## src/rtl/pulse_stretcher.sv

```systemverilog
// Stretches each request strobe into a WIDTH-cycle high pulse with a GAP-cycle
// low spacer, queueing up to DEPTH requests that arrive while a pulse runs.
module pulse_stretcher #(
   parameter int WIDTH = 4,
   parameter int GAP   = 2,
   parameter int DEPTH = 3
) (
   input  logic       clk_4,
   input  logic       rst_n,
   input  logic       pulse_in,
   input  logic       clear,
   output logic       out,
   output logic       busy,
   output logic [3:0] pending,
   output logic       overflow
);

   typedef enum logic [1:0] {
      IDLE   = 2'd0,
      HIGH   = 2'd1,
      GAP_LO = 2'd2
   } state_t;

   localparam logic [7:0] W_LD    = 8'(WIDTH - 1);
   localparam logic [7:0] G_LD    = (GAP > 0) ? 8'(GAP - 1) : 8'd0;
   localparam logic [3:0] DEPTH_C = 4'(DEPTH);

   state_t     r_state;
   state_t     w_state_nx;
   logic [7:0] r_timer;
   logic [7:0] w_timer_nx;
   logic [3:0] r_pending;
   logic       r_overflow;
   logic       r_out;
   logic       w_more;
   logic       w_start;
   logic       w_inc;
   logic       w_dec;

   // A clear flushes the queue, so the exit decision must not see it.
   assign w_more  = (r_pending != 4'd0) && !clear;
   assign w_start = pulse_in && !clear;

   always_comb begin
      w_state_nx = r_state;
      w_timer_nx = r_timer;
      w_dec      = 1'b0;
      unique case (r_state)
         IDLE: begin
            if (w_more) begin
               w_state_nx = HIGH;
               w_timer_nx = W_LD;
               w_dec      = 1'b1;
            end else if (w_start) begin
               w_state_nx = HIGH;
               w_timer_nx = W_LD;
            end
         end
         HIGH: begin
            if (r_timer != 8'd0) begin
               w_timer_nx = r_timer - 8'd1;
            end else if (GAP > 0) begin
               w_state_nx = GAP_LO;
               w_timer_nx = G_LD;
            end else if (w_more) begin
               w_timer_nx = W_LD;
               w_dec      = 1'b1;
            end else begin
               w_state_nx = IDLE;
            end
         end
         GAP_LO: begin
            if (r_timer != 8'd0) begin
               w_timer_nx = r_timer - 8'd1;
            end else if (w_more) begin
               w_state_nx = HIGH;
               w_timer_nx = W_LD;
               w_dec      = 1'b1;
            end else begin
               w_state_nx = IDLE;
            end
         end
         default: begin
            w_state_nx = IDLE;
            w_timer_nx = 8'd0;
         end
      endcase
   end

   // A strobe in IDLE starts the pulse itself unless a queued one goes first.
   assign w_inc = w_start && ((r_state != IDLE) || w_more);

   always_ff @(posedge clk_4 or negedge rst_n) begin
      if (!rst_n) begin
         r_state <= IDLE;
         r_timer <= 8'd0;
         r_out   <= 1'b0;
      end else begin
         r_state <= w_state_nx;
         r_timer <= w_timer_nx;
         r_out   <= (w_state_nx == HIGH);
      end
   end

   always_ff @(posedge clk_4 or negedge rst_n) begin
      if (!rst_n) begin
         r_pending  <= 4'd0;
         r_overflow <= 1'b0;
      end else if (clear) begin
         r_pending  <= 4'd0;
         r_overflow <= 1'b0;
      end else if (w_inc && !w_dec) begin
         if (r_pending >= DEPTH_C) begin
            r_overflow <= 1'b1;
         end else begin
            r_pending <= r_pending + 4'd1;
         end
      end else if (w_dec && !w_inc) begin
         if (r_pending != 4'd0) begin
            r_pending <= r_pending - 4'd1;
         end
      end
   end

   assign out      = r_out;
   assign busy     = (r_state != IDLE);
   assign pending  = r_pending;
   assign overflow = r_overflow;

endmodule
```

## config.mk

```make
export PLATFORM = sky130hd
export DESIGN_NAME = pulse_stretcher
export DESIGN_NICKNAME = d
export VERILOG_FILES = /design/src/rtl/pulse_stretcher.sv
export SDC_FILE = /design/constraint.sdc
export NUM_CORES = 1
export LEC_CHECK = 0
export BUFFER_PORTS_ARGS = -buffer_cell sky130_fd_sc_hd__buf_2
export CAP_MARGIN = 15
export CORE_MARGIN = 5
export CORE_UTILIZATION = 35
export CTS_CLUSTER_SIZE = 12
export DETAILED_ROUTE_END_ITERATION = 10
export SLEW_MARGIN = 10
export SYNTH_ARGS = -nofsm -noshare
export SYNTH_HDL_FRONTEND = slang
export SYNTH_SLANG_ARGS = --single-unit
```

## constraint.sdc

```tcl
create_clock -name clk_4 -period 2.7 [get_ports clk_4]
set_input_delay 0.135 -clock clk_4 [delete_from_list [all_inputs] [get_ports clk_4]]
set_output_delay 0.135 -clock clk_4 [all_outputs]
set_load 0.1 [all_outputs]
```

# Yosys cells after proc, flatten, opt, wreduce, memory -nomap -nowiden
# Cells that the tools add are included.
# classes
n_mux	23
reduce_logical	20
n_div	0
n_eq_ne	6
addsub	3
multipliers	0
n_lt_le_gt_ge	1
shifts	0
bitwise	0
# ops
op	n
$mux 8	5
$pmux 8 s3	1
$mux 4	5
$ne 3x3->1 const B	3
$mux 2	4
$reduce_bool 8->1	1
$sub 8x1->8 const B	1
$mux 1	6
$pmux 2 s3	1
$reduce_bool 2->1	3
$reduce_bool 3->1	2
$logic_and 1x1->1	5
$add 4x1->4 const B	1
$eq 2x1->1 const B	2
$ge 4x2->1 const B	1
$reduce_and 2->1	2
$reduce_bool 4->1	1
$sub 4x1->4 const B	1
$logic_not 1->1	3
$reduce_and 3->1	1
$eq 2x2->1 const B	1
$logic_not 2->1	1
$pmux 1 s2	1
$logic_or 1x1->1	1
# totals
memories	0
romBits	0
ramBits	0
ff_bits	16
input_bits	4
latch_bits	0

# Logic depth before layout (Yosys ltp)
# Gate-level depths: netlist of the first run.
# logic_depth
word_depth	9
ltp_mapped	10

# Worst setup path after synthesis of the first run
# Ideal clock, no wire load.
# synth_path
path_kind	register to register
from	reg r_pending[0], in the netlist pending[0]
to	reg r_pending[3], in the netlist pending[3]
path_stages_with_launch	9
t_arrival_ns	2.833
slack_ns	-0.237
period_less_slack_ns	2.937
required_ns	2.596
path_cell_list	dfrtp_1 -> or4_1 -> nand4_1 -> nand2_1 -> ha_1 -> a21o_1 -> a21oi_1 -> or4b_1 -> o311ai_1
# synth_between
elab_chain_cells	9
# synth_rtl
item	line_no	source
start, declared	32	logic [3:0] r_pending;
start signal, assigned	116	r_pending <= r_pending + 4'd1;
start signal, assigned	120	r_pending <= r_pending - 4'd1;
$reduce_bool 4->1	41, 119	
$logic_and 1x1->1	41	assign w_more = (r_pending != 4'd0) && !clear;
$mux 1	50, 75	
$mux 1	73	if (r_timer != 8'd0) begin
$pmux 1 s2	48	unique case (r_state)
$logic_not 1->1	112	end else if (w_inc && !w_dec) begin
$logic_and 1x1->1	112	
$ne 3x3->1 (no source line) (tied with other cells)	n/a	
$reduce_and 3->1 (no source line) / $mux 4 (equally long branches)	n/a	
# Several ways; a longest one is shown, not always the timed one. The select of a mux whose other input is x is not followed.
# A chain may end at the register's enable or synchronous reset.

# Worst setup path in the final report of the first run
# Ends and elaborated chain as after synthesis.

==> impl_metrics.yaml, run 1 <==
die:
  initial_core_util_pct: 36.1
  core-area_mm2: 0.00300
  io_pins: 11
  die_h_um: 65.7
  fp.dieW_um: 65.7
  num_rows: 20
  dieArea_mm2: 0.00431
global_route:
  first_global_vias: 1014
  grt_max_degree: 17
  grt_use_total_pct: 13.9
  grt_overflow_total: 0
  antenna_found_initial: 0
  grt_pass1_wl_um: 4750
routing:
  dr.pass1.iters: 4
  initialDrtViolationCount: 43
  vias_per_cell: 5.99
  ant_nets: 0
  avgRoutedWirePerCell_um: 16.6
  drcViolationCount: 0
  vias: 1000
  drt-total-wl_um: 2770
clock_tree:
  worstSkewPairLatency_ps: 290
  cts.path.max_buffers: 2
  cts_tree: "done"
  clkSlewWorstSetupHoldPaths_ps: 110
  cts_sinks: 16
  clock_tree.root_cell: "clkbuf_4"
  cts-buffers-inserted: 3
  cts_max_level: 1
setup_path:
  crit_arrival_ps: 2770
  critical_path_required_ps: 2890
  critical_path_class: "reg2reg"
  cp_max_fo: 8
  startpoint_type: "flop"
  end_kind: "flop"
timing:
  fin_crit_sh_pct: 95.3
  max_clock_freq_mhz: 389
  period_needed_ps: 2570
  slew_viol_final: 0
  worst-slew-pin-transition_ps: 758
  finClkSkew_ps: 9.27
  setup_violations: 0
  max_slew_margin_pct: 49.1
  final.setup.tns_ps: 0
  final_hold_viol_count: 0
  rsz0062_at_grt: "no"
synth:
  ys_top_cells_by_area: "dfrtp_1, ha_1, a21oi_1"
  yosys-top-cells-count: "dfrtp_1, a21oi_1, inv_1, nand2_1, nor2_1"
  yosysSeqAreaShare_pct: 36.9
  async_flop_share_pct: 100
  ys_types: 41
  yosys_warnings: 0
  synth_top_area_share_pct: 36.9
  synth.most_common_cell: "dfrtp_1"
  synthFlopType: "dfrtp_1"
  synth_edf_count: 0
  syn_area_mm2: 0.00108
  ys_seq_elements: 16
  postSynthCellCount: 117
  avgSynthCellArea_um2: 9.27
  yosysTopAreaCell: "dfrtp_1"
  syn_nets: 126
cells_and_area:
  final_core_utilization_pct: 41.7
  area_growth_pct: 15.5
  drive_above_1_share_pct: 20.1
  diodes: 0
  fin_nets: 144
placement:
  dpl.hpwl_um: 2010
  io_buffers: 10
  place_congestion: 0.886
flow_run:
  max-cap-violations: 0
hold_path:
  min_path_type: "in2reg"
status:
  run_status: "completed"
layer usage:
layer  GRT usage, %  part of all wire, %
met5              0                    0
met3           2.56                  4.5
met2           23.0                   49
met4           3.89                 0.43
met1           18.3                   46
layout by cell type, fill, tap and decap left out, types with 2 or more instances in the layout:
| cell type | count |
|---|---|
| a211o_1 | 2 |
| inv_1 | 7 |
| nand2b_1 | 2 |
| a32o_1 | 2 |
| nor4_1 | 2 |
| o311ai_1 | 2 |
| dfrtp_1 | 12 |
| or4_1 | 3 |
| nor3b_1 | 3 |
| a31oi_1 | 5 |
| nor2_1 | 7 |
| nand3_1 | 2 |
| a21o_1 | 3 |
| and3_1 | 2 |
| clkbuf_4 | 3 |
| a221oi_1 | 2 |
| o21ai_0 | 6 |
| ha_1 | 4 |
| nor3_1 | 2 |
| a21oi_1 | 9 |
| buf_2 | 10 |
| dfrtp_2 | 3 |
| a22o_1 | 2 |
| buf_4 | 4 |
| a21boi_0 | 2 |
| xnor2_1 | 4 |
| nand4_1 | 3 |
| nand2_1 | 7 |
through the flow:
step           cells  instance area [µm²]  hold slack (ps)  worst slack (ps)
5_1_grt          167                 1250              126              18.0
3_3_place_gp     162                 1210             71.0               214
6_report         167                 1250              112               127
3_5_place_dp     162                 1210             84.2               145
2_1_floorplan    117                 1090             -161              8.12
4_1_cts          167                 1250              108               123
state kept, by name, summed over array words and instances, names as in the netlist:
signal	flops
out	1
r_state	2
pending	4
overflow	1
r_timer	8
kinds of logic after synthesis:
group | count (synthesis) | share of synthesized area (%)
AO/OA/AOI/OAI | 43 | 28.0
XOR/XNOR | 4 | 3.23
adder cells (fa/ha/maj) | 5 | 6.46
buffers and inverters | 10 | 3.46
flip-flops | 16 | 36.9
AND/OR/NAND/NOR | 39 | 21.9
timing repair:
action	CTS	global route
setup buffers	0	0
hold endpoints to repair	16	0
gates resized for setup	0	0
hold buffers	1	0
layout make-up:
class / count / area, µm²
fillers: 309 / 1750
multi-input cells: 91 / 647
flip-flops and latches: 16 / 408
repair buffers: 15 / 90.1
well taps: 33 / 41.3
clock buffers: 4 / 36.3
inverters: 8 / 30.0
critical path, stage by stage (launching register included):
cell,delay [ps]
dfrtp_4,530
or4_1,590
nand4_1,150
nand2_1,130
ha_1,300
a21o_1,100
a21oi_1,80
or4b_1,500
o311ai_1,100
final timing paths:
check	from	to	slack, ps	depth (start not counted)
setup / recovery	pending[0]	pending[3]	130	8
hold / removal	clear	overflow	110	2
setup reg to reg	pending[0]	pending[3]	130	8
max in group asynchronous	rst_n	pending[0]	2090	2
hold reg to reg	overflow	overflow	530	2
min in group asynchronous	rst_n	r_timer[3]	280	2
Power of run 1 is left out: the tool's default activity adds up to more than one toggle a clock period on the data nets, which glitch-free logic cannot reach.
==> run 2, diff against run 1 <==
Settings changed: CORE_UTILIZATION 35 to 47, MAX_ROUTING_LAYER from default to met4, PLACE_DENSITY from default to 0.68.
==> impl_metrics.yaml, run 2 (synthesis gave the netlist of run 1 again) <==
status:
  run_status: "completed"
routing:
  avgRoutedWirePerCell_um: 16.3
  initialDrtViolationCount: 39
  vias: 1021
  wl_met3_um: 105
  ant_nets: 0
  drcViolationCount: 0
  routed.top_layer: "met4"
  drt-total-wl_um: 2640
  drt-met1-wl_um: 1330
  dr.pass1.iters: 4
  wl_met2_um: 1160
  vias_per_cell: 6.30
cells_and_area:
  final_core_utilization_pct: 56.6
  fin_nets: 144
  drive_above_1_share_pct: 21.6
  largest_reg_flops: 8
  area_growth_pct: 15.5
  diodes: 0
  nFillCells: 211
  regMostFlops: "r_timer"
  mostFrequentLayoutCells: "dfrtp_1, buf_2, a21oi_1"
  layout_commonest_cell: "dfrtp_1"
setup_path:
  cpPeakStageDelay_ps: 570
  crit_start: "pending[0]"
  cp_max_fo: 8
  r2r_slack_ps: 160
  reg2reg_to: "pending[3]"
  reg2reg_from: "pending[0]"
  slowest_stage: "or4_4"
  crit_end: "pending[3]"
  critical_path_class: "reg2reg"
  reg2regPathDepth: 8
  crit_arrival_ps: 2740
  critical_path_required_ps: 2900
  end_kind: "flop"
  path_cells: "or4_4, nand4_1, nand2_2, ha_1, a21o_1, a21oi_1, or4b_1, o311ai_1"
  startpoint_type: "flop"
clock_tree:
  worstSkewPairLatency_ps: 300
  cts_tree: "done"
  cts_max_level: 1
  cts-buffers-inserted: 3
  cts.path.max_buffers: 2
  clock_tree.root_cell: "clkbuf_4"
  clkSlewWorstSetupHoldPaths_ps: 100
  cts_setup_buffers: 0
  cts_sinks: 16
global_route:
  grt_pass1_wl_um: 4640
  antenna_found_initial: 0
  first_global_vias: 993
  grt_use_total_pct: 17.9
  grt_max_degree: 17
  grt_overflow_total: 0
die:
  die_h_um: 58.0
  io_pins: 11
  dieArea_mm2: 0.00337
  core-area_mm2: 0.00221
  initial_core_util_pct: 49.0
  num_rows: 17
  fp.dieW_um: 58.0
timing:
  max_clock_freq_mhz: 393
  max_slew_margin_pct: 55.6
  fin_crit_sh_pct: 94.2
  final.setup.tns_ps: 0
  slew_viol_final: 0
  hold-worst-slack_ps: 114
  setup_violations: 0
  finClkSkew_ps: 0.757
  rsz0062_at_grt: "no"
  fin_ws_ps: 156
  period_needed_ps: 2540
  worst-slew-pin-transition_ps: 660
  final_hold_viol_count: 0
placement:
  dpl.hpwl_um: 1870
  io_buffers: 10
  place_congestion: 0.897
  pre_cts_slack_ps: 134
hold_path:
  min_path_type: "in2reg"
flow_run:
  max-cap-violations: 0
run 2: worst min-delay path by stage:
stage               start          to  slack (ps)  cells past startpoint
CTS                 clear    overflow         110                      2
detailed placement  rst_n         out          80                      1
global route        clear    overflow         130                      2
floorplan           rst_n         out        -160                      0
finish              clear    overflow         110                      2
global placement    rst_n  r_state[0]          70                      1
run 2: layout make-up:
cell class / instances / area, µm² / area share, %
Multi-Input combinational cell: 91 / 653 / 52.1
Timing Repair Buffer: 15 / 90.1 / 7.19
Sequential cell: 16 / 408 / 32.6
Inverter: 8 / 30.0 / 2.40
Tap cell: 28 / 35.0 / 2.80
Clock buffer: 4 / 36.3 / 2.90
run 2: per-layer routing:
metal	GRT usage, %	up-vias
met2	24.2	26
met1	25.6	493
met3	2.67	9
li1	-	493
met4	8.94	0
met5	-	-
run 2: stage by stage:
stage,area (µm²),instances
final,1250,162
after CTS,1250,162
after floorplan,1090,117
after global routing,1250,162
after global placement,1200,157
after detailed placement,1200,157
run 2: critical path: cells and delay by family, from the launching register on:
family	cells	cell delay, ps
flip-flops	1	530
AO/OA/AOI/OAI	3	290
AND/OR/NAND/NOR	4	1330
adder cells (fa/ha/maj)	1	290
run 2: repair_timing:
action	in CTS	in global routing
endpoints found under the setup margin	0	1
gates resized for setup	0	2
hold buffers	1	0
endpoints found under the hold margin	16	0
Power of run 2 is left out for the same reason.
